$ cat src/rtl/cordic_share_arb.sv
// Round-robin front end that shares one fixed-latency CORDIC rotator among NCH requesters,
// carrying each operation's channel tag alongside the CORDIC pipeline and strobing results back.
module cordic_share_arb #(
    parameter int NCH        = 4,
    parameter int CHW        = 2,
    parameter int BW         = 16,
    parameter int ZW         = 24,
    parameter int CORDIC_LAT = 21
) (
    input  logic               clock,
    input  logic               reset,
    input  logic               hold,
    input  logic [NCH-1:0]     req_valid,
    output logic [NCH-1:0]     req_ready,
    input  logic [NCH*BW-1:0]  req_x,
    input  logic [NCH*BW-1:0]  req_y,
    input  logic [NCH*ZW-1:0]  req_z,
    output logic [BW-1:0]      cordic_xi,
    output logic [BW-1:0]      cordic_yi,
    output logic [ZW-1:0]      cordic_zi,
    input  logic [BW-1:0]      cordic_xo,
    input  logic [BW-1:0]      cordic_yo,
    input  logic [ZW-1:0]      cordic_zo,
    output logic               res_valid,
    output logic [CHW-1:0]     res_chan,
    output logic [BW-1:0]      res_x,
    output logic [BW-1:0]      res_y,
    output logic [ZW-1:0]      res_z,
    output logic               busy
);

    localparam int TP_DEPTH = 1 + CORDIC_LAT;

    logic [BW-1:0] chan_x [NCH];
    logic [BW-1:0] chan_y [NCH];
    logic [ZW-1:0] chan_z [NCH];

    generate
        for (genvar gi = 0; gi < NCH; gi++) begin : g_unpack
            assign chan_x[gi] = req_x[gi*BW +: BW];
            assign chan_y[gi] = req_y[gi*BW +: BW];
            assign chan_z[gi] = req_z[gi*ZW +: ZW];
        end
    endgenerate

    logic [CHW-1:0] rr_ptr_q, rr_ptr_d;
    logic [CHW-1:0] grant_chan;
    logic           transfer;
    logic [CHW:0]   search_sum;
    logic [CHW-1:0] search_idx;

    // Scan from rr_ptr upward with wrap; the first valid channel found wins.
    always_comb begin
        transfer   = 1'b0;
        grant_chan = '0;
        search_sum = '0;
        search_idx = '0;
        if (!hold) begin
            for (int k = 0; k < NCH; k++) begin
                search_sum = {1'b0, rr_ptr_q} + (CHW+1)'(k);
                if (search_sum >= (CHW+1)'(NCH)) begin
                    search_sum = search_sum - (CHW+1)'(NCH);
                end
                search_idx = search_sum[CHW-1:0];
                if (!transfer && req_valid[search_idx]) begin
                    transfer   = 1'b1;
                    grant_chan = search_idx;
                end
            end
        end
    end

    always_comb begin
        req_ready = '0;
        for (int k = 0; k < NCH; k++) begin
            req_ready[k] = transfer && (grant_chan == CHW'(k));
        end
    end

    always_comb begin
        rr_ptr_d = rr_ptr_q;
        if (transfer) begin
            rr_ptr_d = (grant_chan == CHW'(NCH-1)) ? '0 : grant_chan + CHW'(1);
        end
    end

    logic [BW-1:0] cordic_xi_q, cordic_xi_d;
    logic [BW-1:0] cordic_yi_q, cordic_yi_d;
    logic [ZW-1:0] cordic_zi_q, cordic_zi_d;

    // Operand registers only load on a transfer so the CORDIC inputs stay quiet when idle.
    always_comb begin
        cordic_xi_d = cordic_xi_q;
        cordic_yi_d = cordic_yi_q;
        cordic_zi_d = cordic_zi_q;
        if (transfer) begin
            cordic_xi_d = chan_x[grant_chan];
            cordic_yi_d = chan_y[grant_chan];
            cordic_zi_d = chan_z[grant_chan];
        end
    end

    logic [TP_DEPTH-1:0] tag_valid_q, tag_valid_d;
    logic [CHW-1:0]      tag_chan_q [TP_DEPTH];
    logic [CHW-1:0]      tag_chan_d [TP_DEPTH];

    always_comb begin
        tag_valid_d = {tag_valid_q[TP_DEPTH-2:0], transfer};
    end

    assign tag_chan_d[0] = grant_chan;
    generate
        for (genvar gi = 1; gi < TP_DEPTH; gi++) begin : g_tag_shift
            assign tag_chan_d[gi] = tag_chan_q[gi-1];
        end
    endgenerate

    always_ff @(posedge clock) begin
        if (reset) begin
            rr_ptr_q    <= '0;
            cordic_xi_q <= '0;
            cordic_yi_q <= '0;
            cordic_zi_q <= '0;
            tag_valid_q <= '0;
            for (int s = 0; s < TP_DEPTH; s++) begin
                tag_chan_q[s] <= '0;
            end
        end else begin
            rr_ptr_q    <= rr_ptr_d;
            cordic_xi_q <= cordic_xi_d;
            cordic_yi_q <= cordic_yi_d;
            cordic_zi_q <= cordic_zi_d;
            tag_valid_q <= tag_valid_d;
            for (int s = 0; s < TP_DEPTH; s++) begin
                tag_chan_q[s] <= tag_chan_d[s];
            end
        end
    end

    assign cordic_xi = cordic_xi_q;
    assign cordic_yi = cordic_yi_q;
    assign cordic_zi = cordic_zi_q;

    // Results come straight off the CORDIC; the tag pipe supplies ownership and the strobe.
    assign res_valid = tag_valid_q[TP_DEPTH-1];
    assign res_chan  = tag_chan_q[TP_DEPTH-1];
    assign res_x     = cordic_xo;
    assign res_y     = cordic_yo;
    assign res_z     = cordic_zo;
    assign busy      = |tag_valid_q;

endmodule

$ cat config.mk
export PLATFORM = sky130hd
export DESIGN_NAME = cordic_share_arb
export DESIGN_NICKNAME = d
export VERILOG_FILES = /design/src/rtl/cordic_share_arb.sv
export SDC_FILE = /design/constraint.sdc
export NUM_CORES = 1
export LEC_CHECK = 0
export BUFFER_PORTS_ARGS = -buffer_cell sky130_fd_sc_hd__buf_2
export CORE_AREA = 2 2 158 160
export CTS_CLUSTER_DIAMETER = 120
export DETAILED_ROUTE_END_ITERATION = 16
export DIE_AREA = 0 0 160 162
export PLACE_DENSITY_LB_ADDON = 0.3
export SETUP_SLACK_MARGIN = 0.5
export SLEW_MARGIN = 10
export SYNTH_ARGS = -nofsm -noshare
export SYNTH_HDL_FRONTEND = slang
export SYNTH_SLANG_ARGS = --single-unit
$ cat constraint.sdc
create_clock -name clock -period 2.1 [get_ports clock]
set_input_delay 0.105 -clock clock [delete_from_list [all_inputs] [get_ports clock]]
set_output_delay 0.105 -clock clock [all_outputs]
set_load 0.01 [all_outputs]
Yosys cells after proc, flatten, opt, wreduce, memory -nomap -nowiden. Memories as Yosys holds them, arrays and structs flattened. Cells that the tools add are included.

Mux-type cells: 64. $lt $le $gt $ge: 9. Add/subtract/negate cells: 8. Bitwise operators: 23. Eq/ne operators: 3. Multiply operators: 0. Div/mod/pow operators: 0. Reductions and logical operators: 12. Shift operators: 0.

Operators by type and width (number): $mux W2 (36); $bmux W16 S2 (2); $mux W16 (4); $bmux W24 S2 (1); $mux W24 (2); $or A1 B1 Y1 (22); $reduce_or A22 Y1 (1); $mux W1 (15); $ge A3 B3 Y1 const B (4); $lt A2 B3 Y1 const B (4); $bmux W1 S2 (4); $sub A2 B1 Y2 const B (4); $logic_and A1 B1 Y1 (7); $add A2 B2 Y3 const B (2); $eq A2 B2 Y1 const B (2); $add A2 B1 Y3 const B (1); $ge A2 B3 Y1 const B (1); $logic_not A1 Y1 (3); $not A2 Y3 (1); $add A2 B1 Y2 const B (1); $eq A2 B1 Y1 const B (1); $logic_not A2 Y1 (1).

Output and inout bits: 120. Memories: 1. Memory bits (writable): 44. Word-level logic and storage cells: 125. Bits of input ports: 287. Flip-flop bits (word level): 80. Latch bits: 0. ROM bits: 0.

Memory list: tag_chan_q (words 22, bits a word 2, read ports 22, clocked after memory_dff 0, write ports 22, RTL line 104) `logic [CHW-1:0] tag_chan_q [TP_DEPTH];`.

Logic depth before layout (Yosys ltp).
Depth after elaboration: 23. Gate-level depth with buffers: 10. Gate-level depth less buffers: 8.

Worst setup path before layout. Ideal clock, no wire load.

Path kind: reg2reg. From: register rr_ptr_q[0]. To: register rr_ptr_q[1]. Clock period less this slack: 1905 ps. Path buffers: 2. Library setup time: 132 ps. Data arrival time: 1773 ps. Setup slack: 195 ps. Cell stages (with the launch flop): 10. Data required time: 1968 ps. Cell sequence: dfxtp_1 -> nor2b_1 -> or2_1 -> o221ai_1 -> buf_2 -> buf_2 -> inv_1 -> ha_1 -> nand2_1 -> a21oi_1.

Word-level cells in the longest chain between the ends: 21. Elaborated cells between the ends (all ways): 49. Those cells by class: add/sub (8); order compare (4); eq/ne (1); mux (30); reduce/logical (6).

Ends and longest elaborated chain: from (decl) (RTL line 46) `logic [CHW-1:0] rr_ptr_q, rr_ptr_d;`; from (signal assigned) (RTL line 129) `rr_ptr_q <= rr_ptr_d;`; $ge A2 B3 Y1 / $sub A2 B1 Y2 (equally long branches) (RTL line 61, 62); $mux W2 (RTL line 61) `if (search_sum >= (CHW+1)'(NCH)) begin`; $mux W2 (RTL line 58) `if (!hold) begin`; $bmux W1 S2 (RTL line 65) `if (!transfer && req_valid[search_idx]) begin`; $mux W1 (implied by the code) (RTL line 65); $mux W1 (RTL line 65); $mux W1 (RTL line 58); $logic_not A1 Y1 (RTL line 65); (+6 left out); $mux W1 (RTL line 58); $logic_not A1 Y1 (RTL line 65); $logic_and A1 B1 Y1 (RTL line 65); $mux W2 (*) (RTL line 65); $mux W2 (*) (RTL line 58); via grant_chan[1] (RTL line 47) `logic [CHW-1:0] grant_chan;`; $add A2 B1 Y2 / $eq A2 B2 Y1 (equally long branches) (RTL line 83) `rr_ptr_d = (grant_chan == CHW'(NCH-1)) ? '0 : grant_chan + CHW'(1);`; $mux W2 (*) (RTL line 83).

The timed path passes the listed nets; every way through them passes the cells marked *. The select of a mux whose other input is x is not followed. A chain may end at the register's enable or synchronous reset.

Worst setup path after layout.
From: register rr_ptr_q[0]. To: output req_ready[2].

Word-level cells in the longest chain between the ends: 21. Elaborated cells between the ends (all ways): 48. Those cells by class: add/sub (7); order compare (4); eq/ne (1); mux (29); reduce/logical (7).

Ends and longest elaborated chain: $ge A2 B3 Y1 / $sub A2 B1 Y2 (equally long branches) (RTL line 61, 62); $mux W2 (RTL line 61); $mux W2 (RTL line 58); $bmux W1 S2 (RTL line 65); $mux W1 (implied by the code) (RTL line 65); $mux W1 (RTL line 65); $mux W1 (RTL line 58); $logic_not A1 Y1 (RTL line 65); (+6 left out); $mux W1 (RTL line 58); $logic_not A1 Y1 (RTL line 65); $logic_and A1 B1 Y1 (RTL line 65); $mux W2 (*) (RTL line 65); $mux W2 (*) (RTL line 58); via grant_chan[1] (RTL line 47); $eq A2 B2 Y1 (*) (RTL line 76) `req_ready[k] = transfer && (grant_chan == CHW'(k));`; $logic_and A1 B1 Y1 (*) (RTL line 76); to (decl) (RTL line 14) `output logic [NCH-1:0] req_ready,`.

Marked as above.

==> out/metrics.yaml <==
startpoint_type: "flip-flop"
timing.fmax_ghz: 0.490
drtIter0Drc: 253
path_cells: "nor2b_4, or2_4, o221ai_4, buf_8, inv_6, ha_4, and2_4, buf_6"
crit_arrival_ps: 1940
cts_tree: "done"
die_w_um: 160
yosysMostFrequentCell: "dfxtp_1"
post-place-cells: 1103
clock-root-buffer: "clkbuf_16"
grt_use_total_pct: 15.9
grt_max_degree: 62
grt_pass1_vias: 5549
cts_buffer_depth: 2
ys.warnings.count: 0
cap_violations: 0
end_kind: "output pin"
htreeDepth: 4
port_buffers: 294
ys_ff_latch: 124
critPathKind: "reg2out"
synthTopCellsByCount: "dfxtp_1 (124), nor2b_1 (67), buf_4 (60)"
pwr-share-seq_pct: 31.8
syn_area_sq_mm: 0.00586
peakVddDrop_mv: 0.437
p_per_area_mw_per_mm2: 783
instances_no_fill: 1195
wl_per_cell_um: 19.8
cts_sinks: 124
gp_congestion: 0.833
die_h_um: 162
syn_to_final_growth_pct: 74.7
dieArea_sq_mm: 0.0259
io_pins: 407
synth_cell_types: 38
async_reset_ff_share_pct: 0
clkPwrFrac_pct: 39.2
dr_total_vias: 5666
synth_edf_count: 0
antenna_cells: 0
grt_pass1_wl_um: 31200
drc: 0
slowest_delay_ps: 380
clock_skew_ps: 10.0
required_ps: 2000
detailed_place_hpwl_um: 14000
fp-row-count: 57
p_int_uw: 5680
n_fill_cell: 2322
grt.overflow.total: 0
start_util_pct: 24.3
fin_ws_ps: 59.2
antenna_found_initial: 1
slew_headroom_pct: 50.6
crit_slowest_cell: "dfxtp_4"
wl_um: 23600
setup_viol: 0
crit_path_max_fanout: 3
fin_crit_sh_pct: 97.2
rsz0062_at_grt: "true"
finalNetCount: 1150
yosysTopAreaCell: "dfxtp_1"
clkLatencyLatePin_ps: 420
syn-num-nets: 856
syn_avg_cell_area_sq_um: 10.4
ys_seq_area_share_pct: 42.4
dpl_worst_slack_ps: 160
ant_nets: 0
switching_share_pct: 29.1
p_leak_uw: 0.00437
regToRegSetupSlack_ps: 120
synthCells: 565
hold_buffers: 0
hold_viol: 0
fin_util_pct: 42.5
ys.flop_type: "dfxtp_1"
slew_violations: 0
hold_path.class: "in2reg"
switching_power_uw: 2330
yosys-top-cells-area: "dfxtp_1 (42%), mux2i_1 (9.6%), a2111oi_2 (9.5%)"
total_power_uw: 8010
dr.pass1.iters: 4
period_needed_ps: 2040
tightestPinTransition_ps: 742
synth_top_area_share_pct: 42.4
comb_power_share_pct: 29.0
status: "complete, no violations"
tritoncts.num_buffers: 17
clkTransAtPathRegs_ps: 50
drive_gt1_share_pct: 63.9
viasPerCell: 4.74
core_area_sq_mm: 0.0241
[final cells by class]
class | instances | area, sq um | share of cell area, %
Sequential cell | 124 | 2490 | 24.4
Inverter | 3 | 23.8 | 0.232
Clock buffer | 18 | 439 | 4.29
Clock inverter | 13 | 189 | 1.85
Tap cell | 324 | 405 | 3.96
Multi-Input combinational cell | 335 | 3880 | 37.9
Timing Repair Buffer | 378 | 2810 | 27.4
[power groups by stage]
stage / clock (uW) / sequential (uW) / combinational, uW
final: 3140 / 2550 / 2330
after global routing: 3360 / 2560 / 2460
after CTS: 3250 / 2540 / 1630
after detailed placement: 0 / 2590 / 1390
after global placement: 0 / 2590 / 1390
after floorplan: 0 / 2640 / 828
[cells by family (layout without fill, tap and decap cells)]
| family | Yosys count | after routing | synth area share, % |
|---|---|---|---|
| AND/OR/NAND/NOR | 140 | 141 | 12.8 |
| buffers and inverters | 107 | 412 | 11.0 |
| adder cells (fa/ha/maj) | 4 | 4 | 0.855 |
| multiplexers | 56 | 56 | 9.57 |
| AO/OA/AOI/OAI | 134 | 134 | 23.3 |
| flip-flops | 124 | 124 | 42.4 |
[repair_timing]
action	4_1_cts	5_1_grt
cloned	7	12
pin swaps	12	66
gates resized for setup	40	187
setup endpoints to repair	63	64
setup buffers	13	29
[worst max-delay path: cells and delay by family (launching register included)]
family	cells	cell delay, ps
adders and majority gates	1	140
and+or+nand+nor	3	430
AOI/OAI and AO/OA	1	250
buffers and inverters	3	310
DFF	1	380
[layout by cell type, fill, tap and decap left out, drive strengths merged, types with 2 or more instances in the layout]
master / instances
buf: 368
dfxtp: 124
nor2b: 67
mux2i: 56
a221oi: 56
nor2: 53
a2111oi: 45
clkbuf: 27
o21bai: 12
a211oi: 11
inv: 6
bufinv: 4
and2: 4
nor4: 4
ha: 4
clkinv: 4
nand2: 3
or4: 2
nand3: 2
nor3: 2
clkinvlp: 2
a21oi: 2
[state kept, by name (all words and copies together) (netlist names)]
name / count
tag_chan_q: 44
cordic_zi: 24
tag_valid_q: 22
cordic_xi: 16
cordic_yi: 16
rr_ptr_q: 2
[per-stage QoR]
| stage | TNS (ps) | hold WS, ps | instance area [sq um] |
|---|---|---|---|
| 2_1_floorplan | 0 | 302 | 5970 |
| 3_3_place_gp | 0 | 210 | 7510 |
| 3_5_place_dp | 0 | 210 | 7510 |
| 4_1_cts | 0 | 2.25 | 8610 |
| 5_1_grt | -32.2 | 18.5 | 10200 |
| 6_report | 0 | 13.6 | 10200 |
[worst paths after layout]
check	startpoint	endpoint	cells past startpoint
setup / recovery	rr_ptr_q[0]	req_ready[2]	8
hold / removal	req_z[70]	cordic_zi[22]	3
setup reg to reg	rr_ptr_q[0]	cordic_zi[16]	9
hold reg to reg	tag_chan_q[2][9]	tag_chan_q[2][11]	1
[routing by layer]
layer	up-vias	routed length, um	global-route usage, %
met5	-	14	0
met4	2	529	6.31
met3	42	1790	5.23
met2	258	11600	27.7
met1	2707	9700	17.9
li1	2657	-	-
(Power assumes the default switching activity.)
